$ cat src/rtl/rca_seq_ctrl.sv
// Nibble-serial add/subtract sequencer that time-multiplexes one external
// SLICE-bit ripple-carry adder, LSB slice first, with a registered inter-slice carry.
module rca_seq_ctrl #(
    parameter int WIDTH = 16,
    parameter int SLICE = 4
) (
    input  logic             clk,
    input  logic             rst,
    input  logic             in_valid,
    output logic             in_ready,
    input  logic [WIDTH-1:0] a,
    input  logic [WIDTH-1:0] b,
    input  logic             cin,
    input  logic             sub,
    output logic             out_valid,
    input  logic             out_ready,
    output logic [WIDTH-1:0] sum,
    output logic             cout,
    output logic             ovf,
    output logic [SLICE-1:0] rca_a,
    output logic [SLICE-1:0] rca_b,
    output logic             rca_cin,
    input  logic [SLICE-1:0] rca_sum,
    input  logic             rca_cout
);

    localparam int NSLICE = WIDTH / SLICE;
    localparam int IDX_W  = (NSLICE > 1) ? $clog2(NSLICE) : 1;
    localparam logic [IDX_W-1:0] LAST = IDX_W'(NSLICE - 1);

    // Handshakes: a transfer happens on a rising edge where valid and ready are
    // both high; ready/valid here are decoded from state only, never from the peer.
    typedef enum logic [1:0] {
        IDLE = 2'd0,
        RUN  = 2'd1,
        DONE = 2'd2
    } state_t;

    state_t           state;
    state_t           state_next;
    logic [WIDTH-1:0] a_reg;
    logic [WIDTH-1:0] b_reg;
    logic [WIDTH-1:0] sum_reg;
    logic [WIDTH-1:0] sum_merge;
    logic [WIDTH-1:0] sum_q;
    logic             carry;
    logic             cout_q;
    logic             ovf_q;
    logic [IDX_W-1:0] idx;
    logic             accept;
    logic             last;
    int               off;

    assign in_ready  = (state == IDLE);
    assign out_valid = (state == DONE);
    assign accept    = in_valid & in_ready;
    assign last      = (state == RUN) && (idx == LAST);
    assign off       = int'(idx) * SLICE;
    assign sum       = sum_q;
    assign cout      = cout_q;
    assign ovf       = ovf_q;

    always_ff @(posedge clk or posedge rst) begin
        if (rst) begin
            state <= IDLE;
        end else begin
            state <= state_next;
        end
    end

    always_comb begin
        state_next = state;
        rca_a      = '0;
        rca_b      = '0;
        rca_cin    = 1'b0;
        sum_merge  = sum_reg;
        sum_merge[off +: SLICE] = rca_sum;
        case (state)
            IDLE: begin
                if (accept) state_next = RUN;
            end
            RUN: begin
                rca_a   = a_reg[off +: SLICE];
                rca_b   = b_reg[off +: SLICE];
                rca_cin = carry;
                if (last) state_next = DONE;
            end
            DONE: begin
                if (out_ready) state_next = IDLE;
            end
            default: state_next = IDLE;
        endcase
    end

    // Result registers load on the final slice edge so they stay put after DONE.
    always_ff @(posedge clk or posedge rst) begin
        if (rst) begin
            a_reg   <= '0;
            b_reg   <= '0;
            sum_reg <= '0;
            sum_q   <= '0;
            carry   <= 1'b0;
            cout_q  <= 1'b0;
            ovf_q   <= 1'b0;
            idx     <= '0;
        end else begin
            if (accept) begin
                a_reg   <= a;
                b_reg   <= sub ? ~b : b;
                carry   <= sub | cin;
                idx     <= '0;
                sum_reg <= '0;
            end else if (state == RUN) begin
                sum_reg[off +: SLICE] <= rca_sum;
                carry                 <= rca_cout;
                idx                   <= last ? '0 : idx + 1'b1;
                if (last) begin
                    sum_q  <= sum_merge;
                    cout_q <= rca_cout;
                    ovf_q  <= (a_reg[WIDTH-1] == b_reg[WIDTH-1]) &
                              (sum_merge[WIDTH-1] != a_reg[WIDTH-1]);
                end
            end
        end
    end

endmodule
$ cat config.mk
export PLATFORM = sky130hd
export DESIGN_NAME = rca_seq_ctrl
export DESIGN_NICKNAME = d
export VERILOG_FILES = /design/src/rtl/rca_seq_ctrl.sv
export SDC_FILE = /design/constraint.sdc
export NUM_CORES = 1
export LEC_CHECK = 0
export ABC_AREA = 1
export ABC_CLOCK_PERIOD_IN_PS = 2700
export CAP_MARGIN = 0
export CORE_MARGIN = 3
export CORE_UTILIZATION = 45
export DETAILED_ROUTE_END_ITERATION = 10
export PLACE_DENSITY_LB_ADDON = 0.25
export SYNTH_ARGS = -nofsm -noshare
export SYNTH_HDL_FRONTEND = slang
export SYNTH_SLANG_ARGS = --single-unit
export TNS_END_PERCENT = 20
$ cat constraint.sdc
create_clock -name clk -period 2.7 [get_ports clk]
set_clock_uncertainty 0.2 [all_clocks]
set_input_delay 0.675 -clock clk [delete_from_list [all_inputs] [get_ports clk]]
set_output_delay 0.675 -clock clk [all_outputs]
set_load 0.01 [all_outputs]
### After elaboration in Yosys (flattened, before gate mapping)

Cells that the tools add are included.
W data, S select, Z words.

| cells by class | value |
|---|---|
| bitwise operators | 5 |
| add/sub/neg operators | 2 |
| reductions and logical operators | 5 |
| equality and inequality tests | 8 |
| mux-type cells | 16 |
| shift-type cells | 4 |

Operators by type and width:

| operator | count |
|---|---|
| $mux W16 | 3 |
| $neg A4 Y33 | 1 |
| $shift A4 B33 Y16 const A | 1 |
| $shiftx A4 B33 Y16 | 1 |
| $shiftx A16 B5 Y4 | 2 |
| $bwmux W16 | 1 |
| $not A16 Y16 | 1 |
| $mux W2 | 6 |
| $mux W4 | 2 |
| $pmux W2 S3 | 1 |
| $reduce_and A3 Y1 | 2 |
| $eq A2 B2 Y1 const B | 2 |
| $ne A2 B1 Y1 const B | 2 |
| $mux W1 | 3 |
| $add A2 B1 Y2 const B | 1 |
| $and A1 B1 Y1 | 2 |
| $eq A2 B1 Y1 const B | 1 |
| $logic_not A2 Y1 | 1 |
| $ne A2 B2 Y1 const B | 1 |
| $reduce_bool A2 Y1 | 1 |
| $eq A1 B1 Y1 | 1 |
| $logic_and A1 B1 Y1 | 1 |
| $ne A1 B1 Y1 | 1 |
| $not A1 Y1 | 1 |
| $or A1 B1 Y1 | 1 |

| word-level totals | value |
|---|---|
| input bits | 43 |
| output and inout port bits | 29 |
| register bits after elaboration | 71 |

### Longest topological paths before layout

Gate-level depths: netlist of run 1.

| logic depth | value |
|---|---|
| depth after elaboration | 5 |
| gate-level depth with buffers | 12 |
| depth with buffers taken out | 11 |

### Worst setup path before layout of run 1

Ideal clock, no wire load.

| timing path | value |
|---|---|
| path type | flip-flop to output port |
| from | register idx[0] |
| to | output rca_a[0] |
| data arrival time | 1.066 ns |
| setup slack | 0.759 ns |
| stages on the path, launching flop included | 5 |
| buffers on the path | 2 |
| cells stage by stage | dfrtp_1 -> buf_4 -> buf_2 -> o211ai_1 -> a21oi_1 |

| on the way | value |
|---|---|
| longest elaborated chain between the ends | 2 |

Ends and longest elaborated chain:

| item | line | RTL |
|---|---|---|
| start: declaration | 49 | `logic [IDX_W-1:0] idx;` |
| start signal: assignment | 116 | `idx <= last ? '0 : idx + 1'b1;` |
| $shiftx A16 B5 Y4 | 83 | `rca_a = a_reg[off +: SLICE];` |
| $mux W4 | 78 | `case (state)` |
| end: declaration | 20 | `output logic [SLICE-1:0] rca_a,` |

No other way between the ends.

### Final worst setup path of run 1

| timing path | value |
|---|---|
| from | register state[1] |
| to | output rca_cin |

| on the way | value |
|---|---|
| longest elaborated chain between the ends | 2 |

Ends and longest elaborated chain:

| item | line | RTL |
|---|---|---|
| start: declaration | 39 | `state_t state;` |
| start signal: assignment | 67 | `state <= state_next;` |
| $eq A2 B1 Y1 | 78 |  |
| $mux W1 | 78 |  |
| end: declaration | 22 | `output logic rca_cin,` |

No other way between the ends.

==> metrics, run 1 <==
status=finished, final reports clean; Rows=31; H-tree Lvls=3; hpwl dp=5510 um; Syn Nets=446; count of pins over their slew limit=0; max cap viols=0; area leader, netlist=dfrtp_1; share of cells above drive strength 1=11.8%; Vias=2,820; Die Width=93.2 um; final setup vio count=0; required time worst endpoint=1820 ps; gpl congestion=0.796; power consumption=4.75 mW; # fillers=639; clk_lat worst skew=350 ps; Mapped Area=3420 um2; maximum clock rate=0.387 GHz; CTS tree=built; All-Layer GR Usage=18.4%; via density per instance=4.92; Relative slew margins=63.5%; Synth warnings=0; crit path capture type=primary output; worst slew pin tran=547 ps; Root Buffer=clkbuf_8; Final Critical Period=2590 ps; Fin. Hold Viols=0; Critical Path Fanout Max=10; Starting Density=46.7%; Bufs on Longest Clock Path=2; Post-DP Area=4160 um2; Initial DRT Pass Iterations=4; die area=8690 um2; synthesis-stage register bit count=68; most common cell in the synthesized netlist=nand2_1; Worst R2R Setup Slack=560 ps; pin count of the biggest net entering global routing=30; Synth Flop Type=dfrtp_1; TritonCTS Buffers=9; Power Density=1080 nW/um2; total leakage power=2.06 nW; number of flops mapped to enable cells by yosys=0; final wirelength=7470 um; vias in the first global route=2,811; DIE HEIGHT=93.2 um; Synth top cells by count=nand2_1, dfrtp_1, o21ai_0; Synth Instances=398; initial antenna violation count=0; fin crit share=95.8%; Worst Setup SP=state[1]; I/O Buffers=71; FF-to-FF Start=idx[0]; clock sinks=68; fin nets=517; Placed Instances=556; Finished Cell Area=4410 um2; Post-synth ARST share=100%; R2R Path End=ovf; fin cells=573; first-pass GRT wire length=12,500 um; top post-synthesis cells by area=dfrtp_1, nand2_1, o21ai_0; Core Footprint=7330 um2; CTS Hold Bufs=0; FF-to-FF path depth=12; Reg clk slew, reported paths=70 ps; Hold Crit Class=reg -> reg; diodes inserted=0; Worst Path Arrival=1710 ps; RSZ-0062 raised after global routing=no; Routed WL per cell=13.0 um; Final ANT Viol Nets=0; register area=1700 um2; DR iter-0 viols=125; top-area cell type share of the netlist area=49.7%; DRC=0; Peak supply drop=0.670 mV; Hold Path Depth=2; Netlist cell types=29; Area Growth Syn to Fin=28.7%; total grt overflow=0; Startpoint Class=register; IO Pins=72; Mapped Avg Cell Area=8.60 um2; CP Class=reg -> out; multi-input logic area=1410 um2; Largest register FFs=29; Critical Path Sink=rca_cin; sequential fraction of the synthesis area=49.7%
[per-stage QoR]
step                      hold WS, ps  utilization [%]  setup WS (ps)  TNS [ps]
after floorplan                   244                -            113         0
after global placement            260             56.8            251         0
after detailed placement          261             56.8            237         0
after CTS                         279             59.9          -90.2     -90.2
after global routing              301             60.1           6.51         0
final                             277             60.1            114         0
[timing repair]
action                                  4_1_cts  5_1_grt
gates resized for setup                      12        4
setup buffers                                 1        0
pin swaps                                     0        0
endpoints found under the setup margin        9        3
[critical path: stages, from the launching register on]
cell and delay (ps):
dfrtp_1 410, inv_1 140, nand2_4 120, nor2_1 140, clkdlybuf4s50_1 550
[where the power goes]
group	internal (mW)	switching (mW)	leakage [nW]
clock network	0.541	0.374	0.113
registers	1.42	0.224	0.879
logic	0.913	1.27	1.07
total	2.87	1.87	2.06
[final cells by class]
class / count / share of cell area (%)
Clock inverter: 5 / 1.70
Multi-Input combinational cell: 278 / 32.1
Timing Repair Buffer: 81 / 18.6
Tap cell: 99 / 2.81
Inverter: 31 / 2.95
Sequential cell: 68 / 38.7
Clock buffer: 11 / 3.21
[routing by layer]
layer	wire (um)	vias to the layer above	GRT usage, %	share of wire, %
li1	-	1422	-	-
met1	3210	1318	21.9	43
met2	3760	69	31.7	50
met3	362	11	3.70	4.8
met4	131	0	8.91	1.8
met5	0	-	0	0
[placed cells by master (no fill, tap or decap), types with 5 or more instances in the layout]
master | Yosys | layout
o21ai_0 | 34 | 34
nand2_1 | 125 | 124
a21oi_1 | 17 | 17
o21ai_2 | 11 | 11
inv_1 | 26 | 24
dlygate4sd2_1 | 0 | 6
nand3_1 | 6 | 6
clkbuf_8 | 0 | 10
clkdlybuf4s50_1 | 0 | 63
nor2_1 | 25 | 25
buf_4 | 4 | 7
o22ai_1 | 9 | 9
nand2_2 | 6 | 6
xnor2_1 | 16 | 16
o21ai_1 | 10 | 10
dfrtp_1 | 68 | 67
ha_1 | 5 | 5
[worst min-delay path by stage]
| stage | start | endpoint | slack (ps) |
|---|---|---|---|
| finish | a_reg[3] | a_reg[3] | 280 |
| global route | a_reg[1] | a_reg[1] | 300 |
| CTS | a_reg[1] | a_reg[1] | 280 |
| detailed placement | a_reg[1] | a_reg[1] | 260 |
| global placement | a_reg[3] | a_reg[3] | 260 |
| floorplan | a_reg[0] | a_reg[0] | 240 |
[kinds of logic (layout without fill, tap and decap cells)]
family,Yosys count,count (layout),synth area share (%)
simple gates,171,171,20.7
compound gates,86,86,14.5
flops,68,68,49.7
buf+inv,52,128,9.18
xor+xnor,16,16,4.09
fa+ha+maj,5,5,1.83
Power figures use the tool's default switching activity.
==> run 2, diff against run 1 <==
--- a/config.mk
+++ b/config.mk
@@ -6,7 +6,7 @@
 export NUM_CORES = 1
 export LEC_CHECK = 0
 export ABC_AREA = 1
-export ABC_CLOCK_PERIOD_IN_PS = 2700
+export ABC_CLOCK_PERIOD_IN_PS = 3150
 export CAP_MARGIN = 0
 export CORE_MARGIN = 3
 export CORE_UTILIZATION = 45
==> constraint.sdc (replaced) <==
create_clock -name clk -period 3.15 [get_ports clk]
set_clock_uncertainty 0.2 [all_clocks]
set_input_delay 0.7875 -clock clk [delete_from_list [all_inputs] [get_ports clk]]
set_output_delay 0.7875 -clock clk [all_outputs]
set_load 0.01 [all_outputs]
==> run 2 against run 1 <==
Effect of this change:
- cell count shrank 0.52%
- die area is the same
- utilization shrank 1.2 points
- global-route usage shrank 0.37 points
- cell area shrank 2.0%
- sequential share of layout area grew 0.76 points
- non-clock buffer count shrank 3
==> metrics, run 2 (same netlist as run 1, synthesis figures left out) <==
die area=8690 um2; DIE HEIGHT=93.2 um; Initial DRT Pass Iterations=5; crit path cell chain=inv_1, o21ai_0, a21oi_1, clkdlybuf4s50_1; R2R Path End=sum[9]; Fin. Hold Viols=0; register area=1700 um2; TNS Setup=0 ps; Buf/Inv on CP=2; Net Sw Frac=40.1%; fin nets=514; All-Layer GR Usage=18.0%; Die Width=93.2 um; # fillers=652; Routed WL per cell=12.8 um; Clock Power Share=17.2%; DR iter-0 viols=148; final setup vio count=0; Hold Path Origin=a_reg[2]; crit path capture type=primary output; Placed Instances=554; Core Footprint=7330 um2; clk_lat worst skew=340 ps; initial antenna violation count=0; IO Pins=72; Largest register FFs=29; FF-to-FF path depth=8; gpl congestion=0.807; Worst Path Arrival=1980 ps; max cap viols=0; post-CTS sizing=0; CP max stage delay=560 ps; Final ANT Viol Nets=0; DRC=0; CP Class=reg -> out; Hold Crit Class=reg -> reg; commonest cells after routing, fill and taps aside=nand2_1, clkdlybuf4s50_1, dfrtp_1; count of pins over their slew limit=0; Worst R2R Setup Slack=1050 ps; FF-to-FF Start=state[1]; Vias=2,767; via density per instance=4.85; required time worst endpoint=2160 ps; hold endpoint=a_reg[2]; CTS tree=built; vias in the first global route=2,643; RSZ-0062 raised after global routing=no; Peak supply drop=0.388 mV; first-pass GRT wire length=12,400 um; Critical Path Fanout Max=16; maximum clock rate=0.337 GHz; Rows=31; Relative slew margins=64.8%; most common cell after layout, fill and taps aside=nand2_1; CP max stage cell=clkdlybuf4s50_1; TritonCTS Buffers=9; Sequential Power Share=35.5%; status=finished, final reports clean; diodes inserted=0; total grt overflow=0; power consumption=3.94 mW; Final Critical Period=2970 ps; Startpoint Class=register; Root Buffer=clkbuf_8; fin crit share=94.3%; Power Density=914 nW/um2; Worst Setup SP=idx[0]; Starting Density=46.7%; pin count of the biggest net entering global routing=46; Psw=1.58 mW; Comb power frac=47.3%; multi-input logic area=1410 um2; final core utilization=58.9%; CTS Hold Bufs=0; I/O Buffers=71; Worst path top cell family by delay=buffers and inverters; share of cells above drive strength 1=10.4%; final wirelength=7320 um; Reg clk slew, reported paths=70 ps; total leakage power=1.98 nW; Bufs on Longest Clock Path=2; fin cells=570; hpwl dp=5340 um; Int Power=2.36 mW; worst slew pin tran=528 ps; post-CTS setup buffer count=0; Setup WS post-layout=181 ps; H-tree Lvls=3; clock sinks=68; Hold Path Depth=2; Area Growth Syn to Fin=26.2%; pre-CTS WS=523 ps
[run 2: worst max path at each step]
stage	end	slack [ps]	cells after the start
5_1_grt	rca_b[1]	3	4
3_3_place_gp	rca_b[0]	550	4
3_5_place_dp	rca_b[0]	520	4
4_1_cts	rca_b[0]	140	4
6_report	rca_b[0]	180	4
2_1_floorplan	a_reg[0]	450	1
[run 2: power by group through the flow]
stage          registers (mW)  clock network (mW)  logic [mW]
3_3_place_gp             1.41                   0        1.84
3_5_place_dp             1.42                   0        1.88
2_1_floorplan            1.41                   0        1.29
4_1_cts                  1.40               0.699        1.89
6_report                 1.40               0.677        1.87
5_1_grt                  1.45               0.733        2.10
[run 2: area by class of cell]
type	instances	share of cell area, %
multi-input cells	278	32.6
well taps	99	2.87
repair buffers	78	18.0
inverters	31	2.93
clock buffers	11	3.04
clock inverters	5	1.22
flip-flops and latches	68	39.4
[run 2: worst reg2reg max path, delay by kind of cell (launching register included)]
family / cells / cell delay [ps]
buffers and inverters: 4 / 800
flip-flops: 1 / 410
AND/OR/NAND/NOR: 4 / 640
[run 2: through the flow]
step / cell area, um2 / hold WS (ps)
floorplan: 3420 / 244
global placement: 4130 / 262
detailed placement: 4130 / 264
CTS: 4320 / 284
global route: 4320 / 298
finish: 4320 / 281
[run 2: metal layers]
metal	part of all wire, %	global-route usage [%]	vias up
li1	-	-	1420
met1	44	22.9	1275
met2	50	29.9	64
met3	5.3	5.79	8
met4	1.1	4.40	0
met5	0	0	-
